**config.mk**
```make
export PLATFORM = sky130hd
export DESIGN_NAME = pc_sequencer
export DESIGN_NICKNAME = d
export VERILOG_FILES = /design/src/rtl/pc_pkg.sv /design/src/rtl/pc_ras.sv /design/src/rtl/pc_sequencer.sv
export SDC_FILE = /design/constraint.sdc
export NUM_CORES = 1
export LEC_CHECK = 0
export BUFFER_PORTS_ARGS = -buffer_cell sky130_fd_sc_hd__buf_4
export CORE_ASPECT_RATIO = 0.8
export CORE_UTILIZATION = 39
export CTS_CLUSTER_SIZE = 25
export DETAILED_ROUTE_END_ITERATION = 8
export PLACE_DENSITY_LB_ADDON = 0.12
export SYNTH_ARGS = -nofsm -noshare
export SYNTH_HDL_FRONTEND = slang
export SYNTH_SLANG_ARGS = --single-unit
```
**constraint.sdc**
```tcl
create_clock -name clk -period 10.3 [get_ports clk]
set_input_delay 1.03 -clock clk [delete_from_list [all_inputs] [get_ports clk]]
set_output_delay 1.03 -clock clk [all_outputs]
set_load 0.005 [all_outputs]
```
**src/rtl/pc_pkg.sv**
```systemverilog
// pc_pkg: state encoding and constants shared by the PC sequencer and its testbench.
package pc_pkg;
    localparam int STATE_W = 2;
    localparam int PC_INC = 4;
    typedef enum logic [STATE_W-1:0] {
        RUN     = 2'd0,
        HANDLER = 2'd1,
        HALT    = 2'd2
    } pc_state_e;
endpackage

```
**src/rtl/pc_ras.sv**
```systemverilog
// pc_ras: circular return-address stack; a full push overwrites the oldest entry, and the count saturates.
module pc_ras #(
    parameter int XLEN      = 64,
    parameter int RAS_DEPTH = 4
) (
    input  logic            clk,
    input  logic            reset,
    input  logic            push,
    input  logic            pop,
    input  logic [XLEN-1:0] data,
    output logic [XLEN-1:0] top,
    output logic            valid
);
    localparam int PW = $clog2(RAS_DEPTH);
    localparam logic [PW:0] FULL = RAS_DEPTH[PW:0];
    logic [XLEN-1:0] mem [RAS_DEPTH];
    logic [PW-1:0]   ptr;
    logic [PW-1:0]   top_idx;
    logic [PW:0]     count;
    assign top_idx = ptr - 1'b1;
    assign top     = mem[top_idx];
    assign valid   = count != '0;
    // push+pop rewrites the top slot in place, so pointer and count stay put
    always_ff @(posedge clk or posedge reset) begin
        if (reset) begin
            ptr   <= '0;
            count <= '0;
        end else if (push && !pop) begin
            ptr   <= ptr + 1'b1;
            count <= (count == FULL) ? count : count + 1'b1;
        end else if (pop && !push && valid) begin
            ptr   <= ptr - 1'b1;
            count <= count - 1'b1;
        end
    end
    always_ff @(posedge clk) begin
        if (push) mem[pop ? top_idx : ptr] <= data;
    end
endmodule

```
**src/rtl/pc_sequencer.sv**
```systemverilog
// pc_sequencer: next-PC selection with traps, mret, and misalignment faults.
// The optional return-address stack is built only when PC_SEQUENCER_RAS_EN is defined.
module pc_sequencer
    import pc_pkg::*;
#(
    parameter int              XLEN      = 64,
    parameter logic [XLEN-1:0] RESET_VEC = '0,
    parameter int              RAS_DEPTH = 4
) (
    input  logic               clk,
    input  logic               reset,
    input  logic               stall,
    input  logic               branch,
    input  logic               cond_met,
    input  logic               jal,
    input  logic               jalr,
    input  logic [XLEN-1:0]    imm,
    input  logic [XLEN-1:0]    rs1_val,
    input  logic               link,
    input  logic               is_ret,
    input  logic               trap,
    input  logic               mret,
    input  logic [XLEN-1:0]    trap_vec,
    output logic [XLEN-1:0]    pc,
    output logic [XLEN-1:0]    pc_plus4,
    output logic [XLEN-1:0]    epc,
    output logic [STATE_W-1:0] state,
    output logic               misalign,
    output logic [XLEN-1:0]    ras_top,
    output logic               ras_valid
);
    localparam logic [STATE_W-1:0] S_RUN     = RUN;
    localparam logic [STATE_W-1:0] S_HANDLER = HANDLER;
    localparam logic [STATE_W-1:0] S_HALT    = HALT;
    logic [XLEN-1:0] br_tgt, jr_sum, jr_tgt, tgt;
    logic            taken, mis, halted, fault, ret_ok, upd;
    assign pc_plus4 = pc + XLEN'(PC_INC);
    assign br_tgt   = pc + imm;
    assign jr_sum   = rs1_val + imm;
    assign jr_tgt   = {jr_sum[XLEN-1:1], 1'b0};
    assign taken    = jalr | jal | (branch & cond_met);
    assign tgt      = jalr ? jr_tgt : br_tgt;
    assign mis      = taken & tgt[1];
    assign halted   = state == S_HALT;
    assign fault    = trap | mis;
    assign ret_ok   = mret & (state == S_HANDLER);
    assign upd      = !halted && !fault && !stall;
    // a fault while already in the handler is a double fault and freezes the core
    always_ff @(posedge clk or posedge reset) begin
        if (reset) begin
            pc       <= RESET_VEC;
            epc      <= '0;
            state    <= S_RUN;
            misalign <= 1'b0;
        end else if (!halted) begin
            misalign <= mis & !trap;
            if (fault) begin
                if (state == S_RUN) begin
                    epc   <= pc;
                    pc    <= trap_vec;
                    state <= S_HANDLER;
                end else begin
                    state <= S_HALT;
                end
            end else if (!stall) begin
                pc <= ret_ok ? epc : taken ? tgt : pc_plus4;
                if (ret_ok) state <= S_RUN;
            end
        end else begin
            misalign <= 1'b0;
        end
    end
`ifdef PC_SEQUENCER_RAS_EN
    logic jump_upd;
    assign jump_upd = upd & !ret_ok;
    pc_ras #(.XLEN(XLEN), .RAS_DEPTH(RAS_DEPTH)) u_ras (
        .clk   (clk),
        .reset (reset),
        .push  (jump_upd & (jal | jalr) & link),
        .pop   (jump_upd & jalr & is_ret),
        .data  (pc_plus4),
        .top   (ras_top),
        .valid (ras_valid)
    );
`else
    logic unused_ras;
    assign unused_ras = ^{link, is_ret, upd, RAS_DEPTH[0]};
    assign ras_top    = '0;
    assign ras_valid  = 1'b0;
`endif
endmodule

```
# == Yosys cells after proc, flatten, opt, wreduce, memory -nomap -nowiden ==
# Index checks and enable logic that the tools add are counted.
# classes
addsub,3
n_mul,0
n_div,0
n_lt_le_gt_ge,0
n_eq_ne,4
n_shift,0
n_mux,11
n_bitwise,8
reduce_logical,6
# ops
cell,count
64-bit two-way mux,6
64-bit adder,2
64-bit by 3-bit adder with 64-bit output (second input constant),1
3-bit AND reduction,3
2-bit two-way mux,4
1-bit bitwise AND,4
2-bit by 1-bit != test with 1-bit output (second input constant),2
1-bit bitwise OR,3
2-bit by 1-bit equality test with 1-bit output (second input constant),1
2-bit equality test (second input constant),1
2-bit zero test,1
2-bit nonzero test,1
1-bit zero test,1
1-bit two-way mux,1
1-bit NOT,1
# totals
register_bits,131
latch_bits,0
ram_bits,0
rom_bits,0
input_bits,203
output_inout_bits,260
word_cells,36
n_memories,0

# == Logic depth before layout (Yosys ltp) ==
# depth
depth_word,6
ltp_mapped,15

# == Worst setup path after synthesis ==
# No wires, ideal clock.
# synth_path
kind,in2reg
start,input imm[0]
end,register epc[40]
setup_ps,125
arrival_time_ps,3732
t_required_ps,10175
setup_slack_ps,6443
stages,13
path_cell_list,ha_1 -> inv_1 -> fa_1 -> nor2_1 -> a2bb2oi_1 -> nor2b_1 -> a21oi_1 -> and2_1 -> clkbuf_1 -> nand2_1 -> buf_1 -> buf_1 -> mux2_2
# synth_via
elab_chain_len,5
word_cells_on_any_way,6
# synth_rtl
element,line_no,text
"start, declared",pc_sequencer.sv:17,"input logic [XLEN-1:0] imm,"
"64-bit adder, on equally long branches","pc_sequencer.sv:38, pc_sequencer.sv:39",
64-bit two-way mux (*),pc_sequencer.sv:42,assign tgt = jalr ? jr_tgt : br_tgt;
1-bit bitwise AND (*),pc_sequencer.sv:43,assign mis = taken & tgt[1];
1-bit bitwise OR (*),pc_sequencer.sv:45,assign fault = trap | mis;
3-bit AND reduction (no line) (*),--,
"end signal, assigned",pc_sequencer.sv:59,epc <= pc;
"end, declared",pc_sequencer.sv:26,"output logic [XLEN-1:0] epc,"
# Mark *: on every way between the ends. The rest lies on a longest branch, timed or not.
# A chain may end at the register's enable or synchronous reset.

# == Worst setup path after layout ==
# layout_path
start,input imm[1]
end,register pc[52]
# layout_via
elab_chain_len,6
word_cells_on_any_way,12
# layout_rtl
element,line_no,text
"64-bit adder, on equally long branches","pc_sequencer.sv:38, pc_sequencer.sv:39",
64-bit two-way mux (*),pc_sequencer.sv:42,
1-bit bitwise AND / 64-bit two-way mux (equally long branches),"pc_sequencer.sv:43, pc_sequencer.sv:66",
1-bit bitwise OR / 64-bit two-way mux (equally long branches),"pc_sequencer.sv:45, pc_sequencer.sv:66",
2-bit by 1-bit != test with 1-bit output (no line) / 64-bit two-way mux (equally long branches),--,
3-bit AND reduction (no line) / 64-bit two-way mux (equally long branches),--,
"end signal, assigned",pc_sequencer.sv:60,pc <= trap_vec;
"end signal, assigned",pc_sequencer.sv:66,pc <= ret_ok ? epc : taken ? tgt : pc_plus4;
"end, declared",pc_sequencer.sv:24,"output logic [XLEN-1:0] pc,"
# Mark *: on every way between the ends. The rest lies on a longest branch, timed or not. The select of a mux whose other input is x is not followed.

==> results.cfg <==
[die]
die_area_sq_mm = 0.0431
io_pins = 463
fp.coreArea_sq_mm = 0.0412
die_h_microns = 186
die_x_microns = 232
std_cell_rows = 66
start_util = 0.400

[synth]
synth_top_area_frac = 0.199
yosysWarnings = 0
ys_seq_area_frac = 0.199
syn_area_sq_mm = 0.0165
synthArstFlopShare = 1.00
syn-instance-count = 2213
synth_flop_cell = dfrtp_1
synth.area.top_cells = dfrtp_1, ha_1, a21oi_1, xnor2_1, nand2_1
ys_types = 79
synth_top_cell_by_area = dfrtp_1
ys_ff_latch = 131
synth.avg_cell_area_sq_um = 7.45
synth_edf_count = 0

[worst_setup_path]
cp.required_ns = 10.65
critPathArrivalTime_ns = 5.68
slowest_delay_ns = 0.95
cp_slowest_cell = a2111oi_0
crit_chain = buf_4 -> inv_1 -> fa_1 -> nand2b_1 -> a211oi_1 -> o2111ai_1 -> a211oi_1 -> o21ai_1 -> a2111oi_0 -> o21ai_0 -> xnor2_1 -> a221oi_1 -> nor3_1
crit_type = primary input to flip-flop
reg2reg_depth = 14
crit_start = imm[1]
path_max_fanout = 3
endpoint_kind = flip-flop
reg2reg_from = pc[0]
crit_top_cell = a211oi_1
start_kind = primary input

[timing]
fmax_mhz = 188
hold_viol_final = 0
fin_worst_skew_ns = 0.0151
min_period_ns = 5.32
whs_ns = 0.521
worst_pin_slew_ns = 1.14
setup_viol_count_final = 0
rsz0062_at_grt = false
tns_ns = 0
finalWorstSetupSlack_ns = 4.98
slew_headroom = 0.238
period_share = 0.517
slew_violations = 0

[route]
vias = 19000
wire_per_inst_microns = 26.1
detail-route-antenna-nets = 0
dr.first_iter.drc_count = 1790
avgViaCountPerCell = 6.19
firstDrtPassIters = 5
drt_wl_total_microns = 79900
remaining_drc_errors = 0

[pwr]
powerDensity_mw_per_mm2 = 259
power_frac_seq = 0.229
p_comb_frac = 0.646
swShare = 0.495
ir_drop_v = 0.000129
p_leak_nw = 9.13
p_sw_mw = 2.59
p_int_mw = 2.64
power_frac_clock = 0.125

[finish]
utilization = 0.489
final_nets = 2843
final_common_cell = buf_4
fin_cells = 3066
fillers = 4142
diodes = 0
synthToLayoutAreaGrowth_pct = 22.2
final_layout_size_suffix_gt1_frac = 0.210
mostFrequentLayoutCells = buf_4, a21oi_1, nand2_1, nor2_1, o21ai_0

[global_routing]
grt_start_max_net_pins = 72
grt_usage = 0.363
grt_pass1_vias = 17700
grt_first_pass_wirelength_microns = 115000
antenna_found_initial = 2
grt_overflow = 0

[cts]
clock-sinks = 131
root_buffer = clkbuf_16
clock_latency_ns = 0.48
cts_buffer_depth = 2
cts.clk_slew.worst_paths_ns = 0.07
cts_max_level = 4
cts_buffers = 17
postCtsSetupBuffers = 0
cts_tree = done
ctsResizeCount = 0
postCtsHoldBufs = 0

[flow_run]
maxCapViolCount = 0

[outcome]
status = complete, no violations

[place]
pre_cts_ws_ns = 4.76
hpwl_microns = 61300
dpl.cell_count = 3037
globalplace.congestion = 1.03
io_buffer_count = 395

[min_path]
holdPathStages = 2
holdCritStartpoint = epc[62]
hold_class = flip-flop to flip-flop
## worst paths after layout
path / endpoint / slack (ns)
min in group asynchronous: pc[43] / 0.68
worst min register to register: epc[62] / 0.52
worst max register to register: pc[58] / 5.46
worst min-delay path: epc[62] / 0.52
max in group asynchronous: pc[6] / 8.10
worst max-delay path: pc[52] / 4.98
## power groups by stage
stage	Combinational, mW	Sequential [mW]	Clock, mW
detailed placement	3.31	1.19	0
global route	3.67	1.23	0.677
CTS	3.33	1.19	0.659
finish	3.38	1.20	0.653
global placement	3.30	1.19	0
floorplan	2.01	1.05	0
## state kept, by name, indices dropped and copies added, names as in the netlist
name      flops
epc          64
pc           64
state         2
misalign      1
## kinds of logic after synthesis
family | synth area share
xor+xnor | 0.0844
fa+ha+maj | 0.0980
buf+inv | 0.0734
mux | 0.0467
other cells | 0.000227
compound gates | 0.286
simple gates | 0.213
flops | 0.199
## cells in the mapped netlist (all sizes together), types with 57 or more instances
master,n
a21oi,263
nand2,216
nor2,180
o21ai,147
dfrtp,131
ha,126
clkbuf,116
xnor2,94
buf,83
nand4,66
nor3,66
xor2,65
a21o,57
nand3,57
## layer usage
layer	global-route usage	wire length, microns	up-vias
met3	0.0945	7950	129
li1	-	-	8658
met1	0.502	35400	9146
met4	0.113	2310	2
met5	0	12	-
met2	0.548	34300	1057
## layout make-up
type	count	area (sq um)	share of cell area
Clock buffer	24	472	0.0234
Sequential cell	131	3280	0.163
Multi-Input combinational cell	1892	12300	0.610
Clock inverter	5	103	0.00509
Timing Repair Buffer	415	3120	0.155
Tap cell	544	681	0.0338
Inverter	55	211	0.0105
## metrics by stage
stage          area [sq um]  total power, mW
2_1_floorplan         16700             3.06
3_3_place_gp          19600             4.49
3_5_place_dp          19600             4.51
4_1_cts               20200             5.18
5_1_grt               20200             5.58
6_report              20200             5.23
## critical path: cells and delay by family
family,cells,cell delay [ns]
buf+inv,2,0.18
simple gates,2,0.32
xor+xnor,1,0.22
compound gates,7,3.47
fa+ha+maj,1,0.44
(Power assumes the default switching activity.)
